`src/rtl/switch_ctrl_rr.sv`:
```
// ---------------------------------------------------------------------------
// switch_ctrl_rr -- control unit for a mesh XY switch.
//
// Per input port: a holding-register valid flag with read-while-drain, so each
// input can move one flit per cycle. Per output port: a round-robin arbiter
// with wormhole locking, so every output can transfer concurrently.
//
// Ports:
//   clk_i       clock, all state on the rising edge
//   rst_i       synchronous active-high reset
//   empty_i     input FIFO empty flags
//   rd_en_o     input FIFO read strobes (holding register loads on same edge)
//   vld_o       holding register i holds a valid flit
//   dest_i      destination output per input, slice i = [i*SEL_W +: SEL_W]
//   tail_i      held flit is the last flit of its packet
//   full_i      output FIFO full flags
//   wr_en_o     output FIFO write strobes
//   sel_o       crossbar select per output (input index), 0 when not writing
//   lock_o      output is locked to a packet in progress
//   drop_o      one-cycle pulse: held flit discarded (dest >= PORT_N)
//
// Optional feature, macro SWITCH_CTRL_PERF_CNT_EN:
//   cnt_clr_i   synchronous clear of all per-output counters
//   perf_cnt_o  per-output saturating count of wr_en_o pulses (CNT_W each)
// ---------------------------------------------------------------------------
module switch_ctrl_rr #(
    parameter int PORT_N = 5,
    parameter int SEL_W  = $clog2(PORT_N),
    parameter int CNT_W  = 16
) (
    input  logic                    clk_i,
    input  logic                    rst_i,
    input  logic [PORT_N-1:0]       empty_i,
    output logic [PORT_N-1:0]       rd_en_o,
    output logic [PORT_N-1:0]       vld_o,
    input  logic [PORT_N*SEL_W-1:0] dest_i,
    input  logic [PORT_N-1:0]       tail_i,
    input  logic [PORT_N-1:0]       full_i,
    output logic [PORT_N-1:0]       wr_en_o,
    output logic [PORT_N*SEL_W-1:0] sel_o,
    output logic [PORT_N-1:0]       lock_o,
    output logic [PORT_N-1:0]       drop_o
`ifdef SWITCH_CTRL_PERF_CNT_EN
    ,
    input  logic                    cnt_clr_i,
    output logic [PORT_N*CNT_W-1:0] perf_cnt_o
`endif
);

    if (PORT_N < 2 || CNT_W < 1) begin : g_param_check
        $error("switch_ctrl_rr: PORT_N must be >= 2 and CNT_W >= 1");
    end

    typedef enum logic {
        ST_IDLE   = 1'b0,
        ST_LOCKED = 1'b1
    } state_t;

    logic [PORT_N-1:0]        vld_q;
    logic [PORT_N-1:0]        vld_d;
    logic [PORT_N-1:0]        fire_in;
    logic [SEL_W-1:0]         dest_arr [PORT_N];
    // grant_flat[o*PORT_N + i]: output o writes input i's flit this cycle
    logic [PORT_N*PORT_N-1:0] grant_flat;

    genvar gi;

    for (gi = 0; gi < PORT_N; gi++) begin : g_dest
        assign dest_arr[gi] = dest_i[gi*SEL_W +: SEL_W];
    end

    // ------------------------------------------------------------------
    // Input side: a flit leaves the holding register when granted or
    // dropped; the register refills on the same edge if the FIFO has data.
    // ------------------------------------------------------------------
    always_comb begin
        fire_in = '0;
        drop_o  = '0;
        rd_en_o = '0;
        vld_d   = '0;
        for (int i = 0; i < PORT_N; i++) begin
            drop_o[i]  = vld_q[i] && ({1'b0, dest_arr[i]} >= (SEL_W+1)'(PORT_N));
            fire_in[i] = drop_o[i];
            for (int o = 0; o < PORT_N; o++) begin
                fire_in[i] = fire_in[i] | grant_flat[o*PORT_N + i];
            end
            rd_en_o[i] = ~empty_i[i] & (~vld_q[i] | fire_in[i]);
            vld_d[i]   = rd_en_o[i] | (vld_q[i] & ~fire_in[i]);
        end
    end

    always_ff @(posedge clk_i) begin
        if (rst_i) begin
            vld_q <= '0;
        end else begin
            vld_q <= vld_d;
        end
    end

    assign vld_o = vld_q;

    // ------------------------------------------------------------------
    // Output side: one arbiter/FSM per output port.
    // ------------------------------------------------------------------
    for (gi = 0; gi < PORT_N; gi++) begin : g_out
        state_t            state_q, state_d;
        logic [SEL_W-1:0]  owner_q, owner_d;
        logic [SEL_W-1:0]  ptr_q, ptr_d;
        logic [PORT_N-1:0] req;
        logic [PORT_N-1:0] grant;
        logic              found;
        logic [SEL_W-1:0]  winner;
        logic              wr;
        logic [SEL_W-1:0]  sel;
        int                idx;

        always_comb begin
            for (int i = 0; i < PORT_N; i++) begin
                req[i] = vld_q[i] && (dest_arr[i] == SEL_W'(gi));
            end
        end

        // Round-robin scan starting just after the last winner.
        always_comb begin
            found  = 1'b0;
            winner = '0;
            idx    = 0;
            for (int k = 1; k <= PORT_N; k++) begin
                idx = int'(ptr_q) + k;
                if (idx >= PORT_N) begin
                    idx = idx - PORT_N;
                end
                if (!found && req[idx]) begin
                    found  = 1'b1;
                    winner = SEL_W'(idx);
                end
            end
        end

        always_comb begin
            state_d = state_q;
            owner_d = owner_q;
            ptr_d   = ptr_q;
            wr      = 1'b0;
            sel     = '0;
            grant   = '0;
            case (state_q)
                ST_IDLE: begin
                    if (found && !full_i[gi]) begin
                        wr            = 1'b1;
                        sel           = winner;
                        grant[winner] = 1'b1;
                        ptr_d         = winner;
                        // A non-tail head flit reserves the output.
                        if (!tail_i[winner]) begin
                            state_d = ST_LOCKED;
                            owner_d = winner;
                        end
                    end
                end
                ST_LOCKED: begin
                    if (req[owner_q] && !full_i[gi]) begin
                        wr             = 1'b1;
                        sel            = owner_q;
                        grant[owner_q] = 1'b1;
                        if (tail_i[owner_q]) begin
                            state_d = ST_IDLE;
                        end
                    end
                end
                default: state_d = ST_IDLE;
            endcase
        end

        always_ff @(posedge clk_i) begin
            if (rst_i) begin
                state_q <= ST_IDLE;
                owner_q <= '0;
                ptr_q   <= SEL_W'(PORT_N - 1);
            end else begin
                state_q <= state_d;
                owner_q <= owner_d;
                ptr_q   <= ptr_d;
            end
        end

        assign wr_en_o[gi]                         = wr;
        assign sel_o[gi*SEL_W +: SEL_W]            = sel;
        assign lock_o[gi]                          = (state_q == ST_LOCKED);
        assign grant_flat[gi*PORT_N +: PORT_N]     = grant;
    end

`ifdef SWITCH_CTRL_PERF_CNT_EN
    for (gi = 0; gi < PORT_N; gi++) begin : g_cnt
        logic [CNT_W-1:0] cnt_q, cnt_d;

        // Clear has priority over a same-cycle increment; count saturates.
        always_comb begin
            cnt_d = cnt_q;
            if (cnt_clr_i) begin
                cnt_d = '0;
            end else if (wr_en_o[gi] && (cnt_q != '1)) begin
                cnt_d = cnt_q + 1'b1;
            end
        end

        always_ff @(posedge clk_i) begin
            if (rst_i) begin
                cnt_q <= '0;
            end else begin
                cnt_q <= cnt_d;
            end
        end

        assign perf_cnt_o[gi*CNT_W +: CNT_W] = cnt_q;
    end
`endif

endmodule

```
`config.mk`:
```
export PLATFORM = sky130hd
export DESIGN_NAME = switch_ctrl_rr
export DESIGN_NICKNAME = d
export VERILOG_FILES = /design/src/rtl/switch_ctrl_rr.sv
export SDC_FILE = /design/constraint.sdc
export NUM_CORES = 1
export LEC_CHECK = 0
export BUFFER_PORTS_ARGS = -buffer_cell sky130_fd_sc_hd__buf_4
export CORE_MARGIN = 2
export CORE_UTILIZATION = 31
export DETAILED_ROUTE_END_ITERATION = 7
export PLACE_DENSITY = 0.58
export SETUP_SLACK_MARGIN = 0.05
export SLEW_MARGIN = 20
export SYNTH_ARGS = -nofsm -noshare
export SYNTH_HDL_FRONTEND = slang
export SYNTH_SLANG_ARGS = --single-unit
```
`constraint.sdc`:
```
create_clock -name clk_i -period 6.65 [get_ports clk_i]
set_input_delay 1.33 -clock clk_i [delete_from_list [all_inputs] [get_ports clk_i]]
set_output_delay 1.33 -clock clk_i [all_outputs]
set_load 0.1 [all_outputs]
```
==> flow_metrics.py, run 1 <==
metrics = {
    "status": {
        "outcome": "finished, final reports clean",
    },
    "clock_network": {
        "worst_setup_hold_path_clk_slew_ns": 0.07,
        "total_clock_buffers_created_by_cts": 5,
        "htreeDepth": 2,
        "clock_latency_ns": 0.31,
        "clock_path_buffers": 2,
        "buffer_cell_driving_the_clock_tree_root": "clkbuf_16",
        "clock-sinks": 40,
        "post_cts_hold_buffer_count": 0,
        "tritoncts": "built",
    },
    "floorplan": {
        "floorplan.die_area_um2": 31100,
        "core.rowCount": 63,
        "io-pin-count": 72,
        "die_width_um": 176,
        "core_area_um2": 29500,
        "die_h_um": 176,
        "initial_utilization_pct": 31.2,
    },
    "final_layout": {
        "layout_common_cells": "118 x buf_4, 107 x nand2_1, 101 x nor2_1, 101 x a21oi_1, 73 x o21ai_0",
        "area_growth_syn_to_layout_pct": 12.4,
        "finish.cell_count_without_fillers": 1707,
        "post_route_cells_drive_above_1_share_pct": 17.5,
        "antennaDiodeCount": 0,
        "layout_commonest_cell": "buf_4",
        "final_net_count": 1402,
    },
    "synthesis": {
        "netlist.top_cell.by_area": "dfxtp_1",
        "synth_edf_count": 0,
        "async_reset_ff_share_pct": 0,
        "syn_nets": 1359,
        "syn_area_um2": 9210,
        "postSynth.topFlopCell": "dfxtp_1",
        "ys_ff_latch": 40,
        "synth.yosys.seq_area_share_pct": 8.69,
        "main_area_contributors_after_synthesis": "dfxtp_1 8.7%, ha_1 7.3%, a21oi_1 5.5%",
        "mean_area_per_synthesized_cell_um2": 7.23,
        "yosys.area.top_type_share_pct": 8.69,
        "number_of_cells_produced_by_synthesis": 1273,
        "yosys.cell_types.count": 124,
        "yosysWarningCount": 0,
    },
    "placement": {
        "post-dp-hpwl_mm": 26.5,
        "placedCellCount": 1699,
        "port_buffers": 71,
        "gp_congestion": 0.960,
    },
    "critical_path": {
        "critical_path.reg2reg.endpoint": "vld_o[1]",
        "worst_path_largest_cell_delay_ns": 0.69,
        "worst_path_most_repeated_cell": "buf_4",
        "setup.reg_to_reg.worst_slack_ns": 2.13,
        "worst-endpoint-required_ns": 5.32,
        "worstReg2RegStart": "g_out[3].ptr_q[1]",
        "endpoint": "rd_en_o[4]",
        "crit_chain": "buf_4 -> nor4b_2 -> nand2_1 -> a311o_1 -> o32ai_1 -> nand4bb_1 -> and3b_4 -> a21boi_2 -> o21ai_4 -> nand3b_1 -> or4_1 -> nor2b_2 -> buf_4",
        "crit_path_end_kind": "output port",
        "worst-endpoint-arrival_ns": 5.03,
        "r2r.worst_path.cells": 13,
        "critical_path_s_slowest_cell": "nor4b_2",
        "critPathKind": "in2out",
        "crit_fanout": 10,
        "cp-startpoint": "dest_i[8]",
        "start_kind": "input pin",
    },
    "grt": {
        "overall_fraction_of_global_route_tracks_in_use_pct": 21.3,
        "initial_antenna_violation_count": 0,
        "grt_pass1_vias": 9419,
        "grt_max_degree": 33,
        "grt-ovfl-total": 0,
        "grt_first_pass_wirelength_mm": 53.1,
    },
    "routing": {
        "vias_per_cell": 6.00,
        "num_vias": 10200,
        "drt_iter0_drc": 785,
        "detail-route-antenna-nets": 0,
        "drt-wirelength-per-cell_um": 19.9,
        "drc": 0,
        "drt_pre_antenna_iters": 5,
        "wl_mm": 34.0,
    },
    "power": {
        "net-switching-power_mw": 3.34,
        "clock_power_share_pct": 5.6,
        "power.internal_mw": 2.16,
        "power.leakage_nw": 4.03,
        "comb_power_share_pct": 86.2,
        "share_seq_of_total_power_pct": 8.1,
        "peakVddDrop_v": 0.000461,
        "power.switching_fraction_pct": 60.7,
        "power_per_standard_cell_area_nw_per_um2": 531,
    },
    "timing": {
        "max_clock_freq_mhz": 157,
        "fin_worst_skew_ns": 0.00415,
        "fin_setup_tns_ns": 0,
        "final_hold_viol_count": 0,
        "grt_setup_unrepaired": "false",
        "period_needed_ns": 6.36,
        "timing.max_slew.rel_slack_pct": 47.9,
        "timing.final.setup_violations": 0,
        "min_period_over_period_pct": 95.6,
        "timing.final.max_slew_violations": 0,
        "tightestPinTransition_ns": 0.777,
    },
    "job": {
        "max_cap_violations": 0,
    },
    "min_path": {
        "hold_class": "reg2reg",
    },
}
through the flow:
step	cell area, µm²	total power, mW	hold WS [ns]	setup WS [ns]	utilization [%]
final	10400	5.50	0.528	0.293	35.1
after CTS	10300	5.43	0.532	0.352	35.1
after detailed placement	10200	5.10	0.525	0.377	34.5
after global routing	10400	5.93	0.555	0.0631	35.1
after global placement	10200	5.08	0.510	0.319	34.5
after floorplan	9230	4.13	0.471	0.160	-
Yosys cell counts (all sizes together), types with 29 or more instances:
cell type and number:
nor2 102, nand3 36, mux2i 40, clkbuf 36, nor3 34, a21oi 103, nand2 108, buf 46
o21ai 79, dfxtp 40, nor2b 29, inv 52, ha 54
layer usage:
layer / vias to the layer above / share of wire (%) / global-route usage (%)
li1: 4945 / - / -
met3: 44 / 6.1 / 2.89
met5: - / 0 / 0
met1: 4916 / 45 / 28.5
met4: 0 / 2.2 / 5.48
met2: 338 / 47 / 36.1
sequential cells by signal (all words and copies together), names as in the netlist:
name / count
g_out.owner_q: 15
g_out.ptr_q: 15
g_out.state_q: 5
vld_o: 5
critical path, delay by kind of cell:
family | cells | cell delay, ns
buf+inv | 2 | 0.36
compound gates | 4 | 1.06
simple gates | 7 | 2.26
layout make-up:
type                    count  area, µm²
clock buffers               6        139
clock inverters             2       38.8
fillers                  3187      19100
inverters                  54        203
multi-input cells        1097       7800
flip-flops and latches     40        801
well taps                 390        488
repair buffers            118        886
power groups by stage:
| stage | clock, mW | sequential (mW) | combinational, mW |
|---|---|---|---|
| floorplan | 0 | 0.421 | 3.71 |
| global placement | 0 | 0.448 | 4.63 |
| detailed placement | 0 | 0.448 | 4.65 |
| CTS | 0.314 | 0.444 | 4.67 |
| global route | 0.323 | 0.463 | 5.14 |
| finish | 0.310 | 0.448 | 4.74 |
worst min path at each step:
stage	from	endpoint	cells past startpoint
floorplan	g_out[2].state_q	g_out[2].state_q	2
global placement	g_out[4].state_q	g_out[4].state_q	2
detailed placement	g_out[4].state_q	g_out[4].state_q	2
CTS	g_out[4].state_q	g_out[4].state_q	2
finish	g_out[4].state_q	g_out[4].state_q	2
global route	g_out[4].state_q	g_out[4].state_q	2
logic make-up (layout without fill, tap and decap cells):
group	Yosys count	after routing	synth area share [%]
AO/OA/AOI/OAI	456	456	36.1
multiplexers	57	57	6.91
flip-flops	40	40	8.69
XOR/XNOR	25	25	2.54
adder cells (fa/ha/maj)	54	54	7.34
AND/OR/NAND/NOR	505	505	31.4
buffers and inverters	136	180	6.93
timing repair:
item	CTS	global route
gates resized for setup	0	1
setup endpoints to repair	0	1
setup buffers	0	0
Note: power is estimated with default switching activity, not from simulation.
==> run 2: changes to the inputs <==
Settings changed: CORE_UTILIZATION 31 to 55, PLACE_DENSITY 0.58 to 0.85.
==> flow_metrics.py, run 2 (synthesis gave the netlist of run 1 again) <==
metrics = {
    "status": {
        "outcome": "finished, final reports clean",
    },
    "critical_path": {
        "worst_path_dominant_cell_family": "compound AO/OA/AOI/OAI gates",
        "worst_path_largest_cell_delay_ns": 0.52,
        "crit_path_end_kind": "output port",
        "critical_path_s_slowest_cell": "dfxtp_1",
        "worst-path-buf-inv": 3,
        "crit_fanout": 9,
        "worstReg2RegStart": "g_out[0].ptr_q[1]",
        "critPathKind": "reg2out",
        "critical_path.reg2reg.endpoint": "g_out[0].owner_q[0]",
        "r2r.worst_path.cells": 14,
        "worst-endpoint-required_ns": 5.32,
        "crit_chain": "inv_1 -> ha_1 -> nor2b_1 -> o31ai_1 -> mux2_2 -> or3b_2 -> o211ai_1 -> o21ai_0 -> o32a_1 -> o21ai_0 -> o32ai_1 -> a211oi_1 -> buf_4 -> nor2_1 -> buf_4",
        "worst-endpoint-arrival_ns": 4.93,
        "setup.reg_to_reg.worst_slack_ns": 2.03,
        "start_kind": "flip-flop",
    },
    "floorplan": {
        "core_area_um2": 16500,
        "core.rowCount": 47,
        "initial_utilization_pct": 55.9,
        "floorplan.die_area_um2": 17800,
        "die_h_um": 133,
        "die_width_um": 133,
        "io-pin-count": 72,
    },
    "power": {
        "power_per_standard_cell_area_nw_per_um2": 533,
        "peakVddDrop_v": 0.000466,
        "power.leakage_nw": 4.00,
    },
    "timing": {
        "grt_setup_unrepaired": "false",
        "fin_setup_tns_ns": 0,
        "min_period_over_period_pct": 94.2,
        "final_hold_viol_count": 0,
        "fin_worst_skew_ns": 0.0111,
        "timing.final.max_slew_violations": 0,
        "period_needed_ns": 6.26,
        "timing.max_slew.rel_slack_pct": 48.3,
        "max_clock_freq_mhz": 160,
        "hold-worst-slack_ns": 0.515,
        "timing.final.setup_violations": 0,
        "layout_setup_ws_ns": 0.388,
        "tightestPinTransition_ns": 0.756,
    },
    "grt": {
        "overall_fraction_of_global_route_tracks_in_use_pct": 33.4,
        "grt_max_degree": 33,
        "initial_antenna_violation_count": 0,
        "grt_first_pass_wirelength_mm": 49.0,
        "grt_pass1_vias": 9633,
        "grt-ovfl-total": 0,
    },
    "final_layout": {
        "layout_common_cells": "116 x buf_4, 107 x nand2_1, 101 x nor2_1, 101 x a21oi_1, 73 x o21ai_0",
        "post_route_cells_drive_above_1_share_pct": 17.3,
        "layout_commonest_cell": "buf_4",
        "biggestRegsByFlops": "g_out.owner_q (15), g_out.ptr_q (15)",
        "area_growth_syn_to_layout_pct": 9.59,
        "antennaDiodeCount": 0,
        "final_net_count": 1400,
        "fill_cells": 1538,
    },
    "routing": {
        "drc": 0,
        "drt_iter0_drc": 1283,
        "num_vias": 10700,
        "detail-route-antenna-nets": 0,
        "drt_pre_antenna_iters": 6,
        "drt-wirelength-per-cell_um": 20.3,
        "wl_mm": 31.1,
        "vias_per_cell": 6.97,
    },
    "clock_network": {
        "cts_setup_buffers": 0,
        "post_cts_resize_count": 0,
        "htreeDepth": 2,
        "clock_latency_ns": 0.30,
        "clock-sinks": 40,
        "post_cts_hold_buffer_count": 0,
        "worst_setup_hold_path_clk_slew_ns": 0.07,
        "buffer_cell_driving_the_clock_tree_root": "clkbuf_16",
        "total_clock_buffers_created_by_cts": 5,
        "clock_path_buffers": 2,
        "tritoncts": "built",
    },
    "placement": {
        "gp_congestion": 0.998,
        "port_buffers": 71,
        "pre_cts_slack_ns": 0.561,
        "post-dp-hpwl_mm": 23.6,
    },
    "min_path": {
        "hold_class": "reg2reg",
        "whs_endpoint": "g_out[4].state_q",
        "worstHoldStart": "g_out[4].state_q",
        "worst_hold_path.num_cells": 2,
    },
    "job": {
        "max_cap_violations": 0,
    },
}
## run 2: changes by cell type in the layout (fill, tap and decap cells not counted)
cell / previous run / this run
bufinv_16: 1 / 0
clkinvlp_4: 0 / 2
a311oi_2: 2 / 1
clkinv_4: 1 / 0
a311oi_1: 4 / 5
buf_4: 118 / 116
## run 2: metal layers
metal	track usage, %	wire [µm]	vias to the layer above
met4	16.1	1600	0
met2	55.3	14100	658
li1	-	-	4955
met1	42.9	12300	4960
met3	4.49	3070	133
met5	0	0	-
## run 2: how the worst max path moves through the flow
stage                             to              start  depth (start not counted)
after floorplan           rd_en_o[3]          dest_i[7]                         13
after global placement    rd_en_o[4]          dest_i[5]                         13
after detailed placement  rd_en_o[4]          dest_i[5]                         13
after CTS                 rd_en_o[2]  g_out[1].ptr_q[1]                         15
after global routing      rd_en_o[2]  g_out[1].ptr_q[1]                         15
final                     rd_en_o[2]  g_out[1].ptr_q[1]                         15
## run 2: layout make-up
class | instances | area (µm²) | area share, %
multi-input cells | 1097 | 7790 | 77.2
repair buffers | 116 | 871 | 8.63
flip-flops and latches | 40 | 801 | 7.93
well taps | 220 | 275 | 2.73
inverters | 54 | 203 | 2.01
clock buffers | 6 | 139 | 1.38
clock inverters | 2 | 15.0 | 0.149
## run 2: worst min-delay path: cells and delay by family, from the launching register on
family,cells,cell delay (ns)
AO/OA/AOI/OAI,2,0.14
flip-flops,1,0.33
## run 2: where the power goes
group | switching (mW) | leakage [nW] | internal [mW] | total (mW)
clock network | 0.114 | 0.0691 | 0.150 | 0.264
registers | 0.125 | 0.326 | 0.309 | 0.434
logic | 3.06 | 3.61 | 1.62 | 4.68
total | 3.30 | 4.00 | 2.08 | 5.38
## run 2: through the flow
stage          instances  power (mW)  cell area (µm²)  utilization (%)
2_1_floorplan       1273        4.13             9230                -
3_3_place_gp        1527        4.88             9940             60.4
3_5_place_dp        1527        4.96             9940             60.4
4_1_cts             1535        5.25            10100             61.3
5_1_grt             1535        5.73            10100             61.3
6_report            1535        5.38            10100             61.3
